### src/rtl/game_input_pkg.sv
// rtl/game_input_pkg.sv - shared constants, repeat FSM states and helpers for game_input
package game_input_pkg;

  localparam logic [1:0] DIR_UP    = 2'd0;
  localparam logic [1:0] DIR_RIGHT = 2'd1;
  localparam logic [1:0] DIR_DOWN  = 2'd2;
  localparam logic [1:0] DIR_LEFT  = 2'd3;

  // Bit positions within held_out: {centre,right,down,left,up}
  localparam int BTN_UP     = 0;
  localparam int BTN_LEFT   = 1;
  localparam int BTN_DOWN   = 2;
  localparam int BTN_RIGHT  = 3;
  localparam int BTN_CENTRE = 4;
  localparam int NUM_BTN    = 5;

  typedef enum logic [1:0] {
    IDLE   = 2'd0,
    DELAY  = 2'd1,
    REPEAT = 2'd2
  } rep_state_t;

  function automatic int cnt_width(input int n);
    return ($clog2(n) < 1) ? 1 : $clog2(n);
  endfunction

  function automatic logic [1:0] key_pulse(input logic is_right);
    return is_right ? 2'b10 : 2'b01;
  endfunction

endpackage

### src/rtl/game_input_if.sv
// rtl/game_input_if.sv - raw buttons in, conditioned control streams out
interface game_input_if;

  logic       btn_up_in;
  logic       btn_down_in;
  logic       btn_left_in;
  logic       btn_right_in;
  logic       btn_centre_in;
  logic [1:0] rotate_out;
  logic [1:0] key_input_out;
  logic       decide_out;
  logic [4:0] held_out;

  modport master (
    input  btn_up_in,
    input  btn_down_in,
    input  btn_left_in,
    input  btn_right_in,
    input  btn_centre_in,
    output rotate_out,
    output key_input_out,
    output decide_out,
    output held_out
  );

  modport slave (
    output btn_up_in,
    output btn_down_in,
    output btn_left_in,
    output btn_right_in,
    output btn_centre_in,
    input  rotate_out,
    input  key_input_out,
    input  decide_out,
    input  held_out
  );

endinterface

### src/rtl/game_input_button_debounce.sv
// rtl/game_input_button_debounce.sv - 2-flop synchronizer, debounce counter and rise detect
module button_debounce
  import game_input_pkg::*;
#(
  parameter int DEBOUNCE_CYCLES = 371250
) (
  input  logic clk,
  input  logic rst,
  input  logic raw_in,
  output logic level_out,
  output logic rise_out
);

  localparam int CW = cnt_width(DEBOUNCE_CYCLES);
  localparam logic [CW-1:0] CNT_LAST = CW'(DEBOUNCE_CYCLES - 1);

  logic          r_sync1;
  logic          r_sync2;
  logic          r_level;
  logic          r_level_prev;
  logic [CW-1:0] r_cnt;

  always_ff @(posedge clk or negedge rst) begin
    if (!rst) begin
      r_sync1      <= 1'b0;
      r_sync2      <= 1'b0;
      r_level      <= 1'b0;
      r_level_prev <= 1'b0;
      r_cnt        <= '0;
    end else begin
      r_sync1      <= raw_in;
      r_sync2      <= r_sync1;
      r_level_prev <= r_level;
      if (r_sync2 == r_level) begin
        r_cnt <= '0;
      end else if (r_cnt == CNT_LAST) begin
        r_level <= r_sync2;
        r_cnt   <= '0;
      end else begin
        r_cnt <= r_cnt + CW'(1);
      end
    end
  end

  assign level_out = r_level;
  assign rise_out  = r_level & ~r_level_prev;

endmodule

### src/rtl/game_input.sv
// rtl/game_input.sv - debounced pushbuttons to shield direction, cursor auto-repeat and confirm pulse
module game_input
  import game_input_pkg::*;
#(
  parameter int DEBOUNCE_CYCLES = 371250,
  parameter int REPEAT_DELAY    = 29700000,
  parameter int REPEAT_PERIOD   = 7425000
) (
  input logic          clk,
  input logic          rst,
  game_input_if.master bus
);

  localparam int RCW = (cnt_width(REPEAT_DELAY) > cnt_width(REPEAT_PERIOD)) ?
                       cnt_width(REPEAT_DELAY) : cnt_width(REPEAT_PERIOD);
  localparam logic [RCW-1:0] DELAY_LAST  = RCW'(REPEAT_DELAY - 1);
  localparam logic [RCW-1:0] PERIOD_LAST = RCW'(REPEAT_PERIOD - 1);

  logic [NUM_BTN-1:0] w_raw;
  logic [NUM_BTN-1:0] w_level;
  logic [NUM_BTN-1:0] w_rise;

  assign w_raw[BTN_UP]     = bus.btn_up_in;
  assign w_raw[BTN_LEFT]   = bus.btn_left_in;
  assign w_raw[BTN_DOWN]   = bus.btn_down_in;
  assign w_raw[BTN_RIGHT]  = bus.btn_right_in;
  assign w_raw[BTN_CENTRE] = bus.btn_centre_in;

  for (genvar gi = 0; gi < NUM_BTN; gi++) begin : g_btn
    button_debounce #(
      .DEBOUNCE_CYCLES(DEBOUNCE_CYCLES)
    ) u_debounce (
      .clk      (clk),
      .rst      (rst),
      .raw_in   (w_raw[gi]),
      .level_out(w_level[gi]),
      .rise_out (w_rise[gi])
    );
  end

  logic [1:0] r_rotate;
  logic [1:0] w_rotate_next;
  logic       r_decide;

  always_comb begin
    w_rotate_next = r_rotate;
    if (w_rise[BTN_UP]) begin
      w_rotate_next = DIR_UP;
    end else if (w_rise[BTN_RIGHT]) begin
      w_rotate_next = DIR_RIGHT;
    end else if (w_rise[BTN_DOWN]) begin
      w_rotate_next = DIR_DOWN;
    end else if (w_rise[BTN_LEFT]) begin
      w_rotate_next = DIR_LEFT;
    end
  end

  always_ff @(posedge clk or negedge rst) begin
    if (!rst) begin
      r_rotate <= DIR_UP;
      r_decide <= 1'b0;
    end else begin
      r_rotate <= w_rotate_next;
      r_decide <= w_rise[BTN_CENTRE];
    end
  end

  // Cursor repeat: r_active selects the latched key (0 = left, 1 = right)
  rep_state_t     r_state;
  rep_state_t     w_state_next;
  logic [RCW-1:0] r_cnt;
  logic [RCW-1:0] w_cnt_next;
  logic           r_active;
  logic           w_active_next;
  logic [1:0]     r_key;
  logic [1:0]     w_key_next;
  logic           w_act_level;
  logic           w_other_rise;
  logic           w_both_held;

  assign w_act_level  = r_active ? w_level[BTN_RIGHT] : w_level[BTN_LEFT];
  assign w_other_rise = r_active ? w_rise[BTN_LEFT] : w_rise[BTN_RIGHT];
  assign w_both_held  = w_level[BTN_LEFT] & w_level[BTN_RIGHT];

  always_ff @(posedge clk or negedge rst) begin
    if (!rst) begin
      r_state  <= IDLE;
      r_cnt    <= '0;
      r_active <= 1'b0;
      r_key    <= 2'b00;
    end else begin
      r_state  <= w_state_next;
      r_cnt    <= w_cnt_next;
      r_active <= w_active_next;
      r_key    <= w_key_next;
    end
  end

  always_comb begin
    w_state_next  = r_state;
    w_cnt_next    = r_cnt;
    w_active_next = r_active;
    w_key_next    = 2'b00;
    case (r_state)
      IDLE: begin
        if (w_rise[BTN_LEFT] ^ w_rise[BTN_RIGHT]) begin
          w_active_next = w_rise[BTN_RIGHT];
          w_key_next    = key_pulse(w_rise[BTN_RIGHT]);
          w_state_next  = DELAY;
          w_cnt_next    = '0;
        end
      end
      DELAY, REPEAT: begin
        if (!w_act_level) begin
          w_state_next = IDLE;
          w_cnt_next   = '0;
        end else if (w_other_rise) begin
          // A fresh press of the other key wins over the both-held freeze
          w_active_next = ~r_active;
          w_key_next    = key_pulse(~r_active);
          w_state_next  = DELAY;
          w_cnt_next    = '0;
        end else if (w_both_held) begin
          w_cnt_next = r_cnt;
        end else if (r_cnt == ((r_state == DELAY) ? DELAY_LAST : PERIOD_LAST)) begin
          w_key_next   = key_pulse(r_active);
          w_state_next = REPEAT;
          w_cnt_next   = '0;
        end else begin
          w_cnt_next = r_cnt + RCW'(1);
        end
      end
      default: begin
        w_state_next = IDLE;
        w_cnt_next   = '0;
      end
    endcase
  end

  assign bus.rotate_out    = r_rotate;
  assign bus.key_input_out = r_key;
  assign bus.decide_out    = r_decide;
  assign bus.held_out      = w_level;

endmodule

### src/flat_wrapper.sv
// flat-port wrapper written by rule: the top's interface ports become plain ports
module game_input_flat import game_input_pkg::*;
#(
  parameter int DEBOUNCE_CYCLES = 371250,
  parameter int REPEAT_DELAY    = 29700000,
  parameter int REPEAT_PERIOD   = 7425000
)
  (clk, rst, bus_btn_up_in, bus_btn_down_in, bus_btn_left_in, bus_btn_right_in, bus_btn_centre_in, bus_rotate_out, bus_key_input_out, bus_decide_out, bus_held_out);
  game_input_if bus_i ();
  input logic clk;
  input logic rst;
  input wire logic [$bits(bus_i.btn_up_in)-1:0] bus_btn_up_in;
  input wire logic [$bits(bus_i.btn_down_in)-1:0] bus_btn_down_in;
  input wire logic [$bits(bus_i.btn_left_in)-1:0] bus_btn_left_in;
  input wire logic [$bits(bus_i.btn_right_in)-1:0] bus_btn_right_in;
  input wire logic [$bits(bus_i.btn_centre_in)-1:0] bus_btn_centre_in;
  output wire logic [$bits(bus_i.rotate_out)-1:0] bus_rotate_out;
  output wire logic [$bits(bus_i.key_input_out)-1:0] bus_key_input_out;
  output wire logic [$bits(bus_i.decide_out)-1:0] bus_decide_out;
  output wire logic [$bits(bus_i.held_out)-1:0] bus_held_out;
  assign bus_i.btn_up_in = bus_btn_up_in;
  assign bus_i.btn_down_in = bus_btn_down_in;
  assign bus_i.btn_left_in = bus_btn_left_in;
  assign bus_i.btn_right_in = bus_btn_right_in;
  assign bus_i.btn_centre_in = bus_btn_centre_in;
  assign bus_rotate_out = bus_i.rotate_out;
  assign bus_key_input_out = bus_i.key_input_out;
  assign bus_decide_out = bus_i.decide_out;
  assign bus_held_out = bus_i.held_out;
  game_input #(.DEBOUNCE_CYCLES(DEBOUNCE_CYCLES), .REPEAT_DELAY(REPEAT_DELAY), .REPEAT_PERIOD(REPEAT_PERIOD)) u_core (.clk(clk), .rst(rst), .bus(bus_i));
endmodule
### config.mk
export PLATFORM = sky130hd
export DESIGN_NAME = game_input_flat
export DESIGN_NICKNAME = d
export VERILOG_FILES = /design/src/rtl/game_input_pkg.sv /design/src/rtl/game_input_if.sv /design/src/rtl/game_input_button_debounce.sv /design/src/rtl/game_input.sv /design/src/flat_wrapper.sv
export SDC_FILE = /design/constraint.sdc
export NUM_CORES = 1
export LEC_CHECK = 0
export CORE_AREA = 4 4 142 103
export CTS_CLUSTER_DIAMETER = 40
export CTS_CLUSTER_SIZE = 30
export DETAILED_ROUTE_END_ITERATION = 8
export DIE_AREA = 0 0 146 107
export GPL_TIMING_DRIVEN = 0
export PLACE_DENSITY_LB_ADDON = 0.1
export SLEW_MARGIN = 30
export SYNTH_ARGS = -nofsm -noshare
export SYNTH_HDL_FRONTEND = slang
export SYNTH_SLANG_ARGS = --single-unit
### constraint.sdc
create_clock -name clk -period 2.3 [get_ports clk]
set_input_delay 0.46 -clock clk [delete_from_list [all_inputs] [get_ports clk]]
set_output_delay 0.46 -clock clk [all_outputs]
set_load 0.05 [all_outputs]
# Word level (Yosys, flattened, before mapping)
# Cells that the tools add are included.
[word_totals]
regBits = 148
latch_bits = 0
mem_bits_rw = 0
rom_bits = 0
output_inout_bits = 10
memories = 0
[classes]
add_sub_neg = 6
n_mul = 0
div_mod_pow = 0
n_lt_le_gt_ge = 0
n_eq_ne = 18
shifts = 0
mux = 42
bitwise = 18
n_reduce_logical = 12
[ops]
columns = ["cell", "n"]
rows = [
  ["19-bit two-way mux", 10],
  ["25-bit two-way mux", 6],
  ["19-bit by 1-bit adder with 19-bit output (second input constant)", 5],
  ["19-bit equality test (second input constant)", 5],
  ["25-bit one-hot mux with 2 select lines", 1],
  ["2-bit two-way mux", 17],
  ["25-bit by 1-bit adder with 25-bit output (second input constant)", 1],
  ["25-bit equality test", 1],
  ["2-bit AND reduction", 6],
  ["1-bit NOT", 11],
  ["4-bit inequality test (second input constant)", 2],
  ["2-bit one-hot mux with 2 select lines", 2],
  ["1-bit AND", 6],
  ["2-bit by 1-bit inequality test with 1-bit output (second input constant)", 3],
  ["1-bit equality test", 5],
  ["1-bit two-way mux", 5],
  ["4-bit AND reduction", 1],
  ["4-bit nonzero test", 1],
  ["3-bit AND reduction", 1],
  ["2-bit by 1-bit equality test with 1-bit output (second input constant)", 1],
  ["2-bit equality test (second input constant)", 1],
  ["2-bit zero test", 1],
  ["1-bit one-hot mux with 2 select lines", 1],
  ["2-bit nonzero test", 1],
  ["2 further kinds", 2],
]

# Logic depth before layout (Yosys ltp)
[depth]
word_depth = 8
depth_mapped = 10
ltp_nobuf = 8

# Cells and area by module
# From an unflattened synthesis, not the netlist that was laid out.
[hier_totals]
cells_unflattened = 765
hier_area_um2 = 7563.5
[by_module_without_submodules]
columns = ["mod", "n_inst", "cells_each", "area_per_inst_um2", "seq_area_each_um2"]
rows = [
  ["button_debounce at u_core.g_btn[0].u_debounce ...", 4, 111, 1132.3, 575.6],
  ["game_input", 1, 210, 1903.1, 825.8],
  ["button_debounce at u_core.g_btn[2].u_debounce", 1, 111, 1131.1, 575.6],
]

# Worst setup path before layout
# No wires, ideal clock.
[synth_timing]
kind = "reg-to-reg"
startpoint = "register u_core.g_btn[3].u_debounce.r_level"
endpoint = "register u_core.r_cnt[19]"
setup_ps = 78
arrival_time_ps = 2251
slack_ps = -29
path_stages_with_launch = 10
path_buffers = 2
synth_period_minus_slack_ps = 2329
path_cell_list = "dfrtp_1 clkbuf_1 nand2b_1 ha_1 nand2_1 o211ai_4 or3_1 buf_2 or3_1 a21oi_1"
[synth_via]
elab_chain_cells = 5
word_cells_on_any_way = 11
cone_classes = "eq/ne: 2; mux: 5; bitwise: 3; reduce/logical: 1"
[synth_lines]
columns = ["item", "line", "rtl"]
rows = [
  ["from (decl)", "game_input_button_debounce.sv:19", "logic r_level;"],
  ["from (signal assigned)", "game_input_button_debounce.sv:37", "r_level <= r_sync2;"],
  ["1-bit AND", "game_input_button_debounce.sv:46", "assign rise_out = r_level & ~r_level_prev;"],
  ["1-bit two-way mux", "game_input.sv:82", "assign w_other_rise = r_active ? w_rise[BTN_LEFT] : w_rise[BTN_RIGHT];"],
  ["25-bit two-way mux", "game_input.sv:117", "end else if (w_other_rise) begin"],
  ["25-bit two-way mux", "game_input.sv:114", "if (!w_act_level) begin"],
  ["25-bit one-hot mux with 2 select lines", "game_input.sv:104", "case (r_state)"],
  ["to (signal assigned)", "game_input.sv:93", "r_cnt <= w_cnt_next;"],
  ["to (decl)", "game_input.sv:71", "logic [RCW-1:0] r_cnt;"],
]
# Several ways; a longest one is shown, not always the timed one.
# A chain may end at the register's enable or synchronous reset.

# Worst setup path after layout
[layout_timing]
startpoint = "register u_core.g_btn[1].u_debounce.r_level"
endpoint = "output bus_held_out[1]"
[layout_rtl]
columns = ["item", "line", "rtl"]
rows = [
  ["from (decl)", "game_input_button_debounce.sv:19", ""],
  ["from (signal assigned)", "game_input_button_debounce.sv:37", ""],
  ["to (decl)", "flat_wrapper.sv:20", "output wire logic [$bits(bus_i.held_out)-1:0] bus_held_out;"],
]
# No word-level cell between the ends.

==> summary.txt <==
Critical path
  – CP Max Fanout: 3
  – Worst path max stage delay: 0.79 ns
  – Setup crit start kind: register
  – Reg-to-Reg End: u_core.r_cnt[21]
  – Reg2reg path depth: 10
  – Worst setup EP type: output port
  – Worst reg2reg path startpoint: u_core.g_btn[1].u_debounce.level_out
  – Cell mode on critical path: buf_4
  – Top delay family on crit path: buffers and inverters
  – Slowest CP cell: clkdlybuf4s50_1
  – Crit path DAT: 1.79 ns
  – Flop-to-flop setup slack: 0.07 ns
  – WS Path Type: reg2out
  – Critical Path RT: 1.84 ns
  – CP Cell Sequence: buf_4 -> buf_4 -> clkdlybuf4s50_1
  – Buf/Inv on CP: 3

Global route
  – Largest net degree at the start of global routing: 60
  – Overflow left after global routing: 0
  – Vias in the first global route: 5238
  – GRT Total Usage: 0.203
  – Global-route wire length before repair: 25900 um
  – Antenna violations before repair: 0

Cells and area
  – Fin area: approximately 8500 um^2
  – Most frequent cells in the layout: nor2_1, dfrtp_1, xnor2_1, nand2_1, nand3_1
  – Area delta synth->final: 16.6%
  – Ratio of cells with drive above 1 in the final layout: 0.104
  – Most common cell after layout, fill and taps aside: nor2_1
  – Ant. Diodes: 0
  – Layout fillers: 1031
  – Final net count: 796

Clock network
  – CTS tree: built
  – Clock root cell: clkbuf_16
  – Clock transition at path regs: 0.06 ns
  – Max Root-Sink Buffers: 2
  – Num CTS Buffers: 17
  – TritonCTS sink count: 148
  – Worst-Skew Late Latency: 0.41 ns
  – CTS H-tree depth: 4

Detailed routing
  – Total Wirelength: 14500 um
  – Total vias in the final route: 5232
  – Initial DRC Count: 362
  – Via-to-Cell Ratio: 5.50
  – Drt pass-1 iters: 5
  – Antenna viol nets, final: 0
  – DRC Markers: 0
  – Routed WL per cell: 15.3 um

Yosys
  – Synthesized area: 7270 um^2
  – Yosys warning total: 0
  – Synth Flop Type: dfrtp_1
  – Post-synth ARST share: 1.00
  – Post-synthesis sequential area ratio: 0.510
  – Post-Syn Nets: approximately 750
  – Flops & latches, synth: roughly 150
  – Post-synth EDFFs: 0
  – Syn Area/Cell: 9.95 um^2
  – Cell variety after synth: 50
  – Syn Inst Count: 730

STA
  – Max-slew violations: 0
  – Post-route minimum period: 2.25 ns
  – Final TNS setup: 0 ns
  – Final Skew: a little under 0.009 ns
  – Max-slew headroom: 0.622
  – Hold Violations, Final: 0
  – Hold Slack: around 0.35 ns
  – Final setup viols: 0
  – Worst slew pin tran: 0.566 ns
  – Ratio of final minimum period to clock period: 0.977
  – Fmax: 0.445 GHz

Power
  – Largest vdd supply drop: 0.000533 V
  – Power Total: roughly 0.0058 W
  – Pwr/cell area: 686 nW/um^2
  – Leak Pwr: 3.61 nW

Die
  – Core Region: 13100 um^2
  – Initial Utilization: 0.555
  – Row cnt: 35
  – Die height: 107 um
  – I/O pin cnt: 17
  – Full die area: 15600 um^2
  – Overall die width: 146 um

Run status
  – Status: finished clean

Worst hold path
  – Hold_sp: u_core.g_btn[0].u_debounce.r_sync1
  – Hold Crit Class: reg2reg
  – Hold EP: u_core.g_btn[0].u_debounce.r_sync2
  – Hold Path Cell Cnt: 0

Job
  – Total of max-cap violations: 0

Place
  – Placed cell areas: 7700 um^2
  – Routability cong.: 0.857
  – Dpl hpwl: 10100 um
  – PortBufs: 16
==> worst max path at each step <==
stage | endpoint | cells after the start | startpoint | slack (ns)
after detailed placement | u_core.r_cnt[21] | 9 | u_core.g_btn[3].u_debounce.level_out | -0.31
after global placement | u_core.g_btn[2].u_debounce.r_cnt[15] | 1 | rst | -5.07
after floorplan | u_core.r_cnt[19] | 10 | u_core.g_btn[1].u_debounce.level_out | 0.03
after global routing | u_core.r_cnt[21] | 10 | u_core.g_btn[1].u_debounce.level_out | -0.005
final | bus_held_out[1] | 3 | u_core.g_btn[1].u_debounce.level_out | 0.05
after CTS | u_core.r_cnt[21] | 10 | u_core.g_btn[1].u_debounce.level_out | 0.02
==> state kept, by name (all words and copies together), names as in the netlist <==
register                              count
u_core.r_active                           1
u_core.bus.rotate_out                     2
u_core.g_btn.u_debounce.r_sync2           5
u_core.bus.key_input_out                  2
u_core.g_btn.u_debounce.r_level_prev      5
u_core.g_btn.u_debounce.r_cnt            95
u_core.g_btn.u_debounce.level_out         5
u_core.bus.decide_out                     1
u_core.r_cnt                             25
u_core.g_btn.u_debounce.r_sync1           5
u_core.r_state                            2
==> metrics by stage <==
step	utilization	cells	worst slack, ns
6_report	0.647	951	0.0529
4_1_cts	0.641	946	0.0173
3_5_place_dp	0.588	914	-0.313
3_3_place_gp	0.583	912	-5.07
2_1_floorplan	-	730	0.0333
5_1_grt	0.647	951	-0.00501
==> synth_stat cells (3+ instances only) <==
cell,count,share of area
buf_4,5,0.0052
or2_2,3,0.0026
or3_1,4,0.0034
ha_1,16,0.028
nand2b_1,8,0.0069
nor4_1,10,0.0086
o21ai_0,8,0.0055
nor3_1,26,0.018
nor2_1,150,0.077
nand3_1,46,0.032
and4_1,17,0.020
nor2b_1,6,0.0052
dfrtp_1,148,0.51
inv_1,24,0.012
xor2_1,42,0.051
buf_2,10,0.0069
mux2_2,8,0.012
clkbuf_1,5,0.0026
and2_1,5,0.0043
xnor2_1,67,0.081
nor4b_1,8,0.0096
nand4_1,15,0.013
and3_1,10,0.0086
nand2_1,47,0.024
nor4bb_1,7,0.0096
or4_1,4,0.0041
a21oi_1,6,0.0041
==> cell families after synthesis <==
kind of cell             count (synthesis)  synth area share
flip-flops                             148             0.510
AO/OA/AOI/OAI                           31            0.0325
adder cells (fa/ha/maj)                 16            0.0275
buffers and inverters                   45            0.0286
AND/OR/NAND/NOR                        372             0.255
multiplexers                             9            0.0155
XOR/XNOR                               109             0.131
==> layer usage <==
| metal | track usage | part of all wire |
|---|---|---|
| met2 | 0.308 | 0.44 |
| met4 | 0.0497 | 0.011 |
| met5 | 0 | 0 |
| met1 | 0.298 | 0.51 |
| met3 | 0.0452 | 0.038 |
==> power breakdown <==
part	switching (W)	leakage, nW	total, W	internal, W
clock network	0.00108	0.306	0.00300	0.00192
logic	0.000101	1.27	0.000152	0.0000501
registers	0.0000309	2.03	0.00267	0.00263
==> area by class of cell <==
| type | instances | area (um^2) | area share |
|---|---|---|---|
| Sequential cell | 148 | 3700 | 0.437 |
| Multi-Input combinational cell | 537 | 3420 | 0.403 |
| Clock buffer | 18 | 429 | 0.0506 |
| Timing Repair Buffer | 26 | 285 | 0.0337 |
| Tap cell | 166 | 208 | 0.0245 |
| Clock inverter | 13 | 206 | 0.0244 |
| Buffer | 19 | 134 | 0.0158 |
| Inverter | 24 | 92.6 | 0.0109 |
==> timing repair <==
action	CTS	global route
resized for setup	12	13
hold buffers	1	0
hold endpoints to repair	39	0
pin swaps	0	2
setup buffers	0	7
endpoints found under the setup margin	34	55
Power figures use the tool's default switching activity.
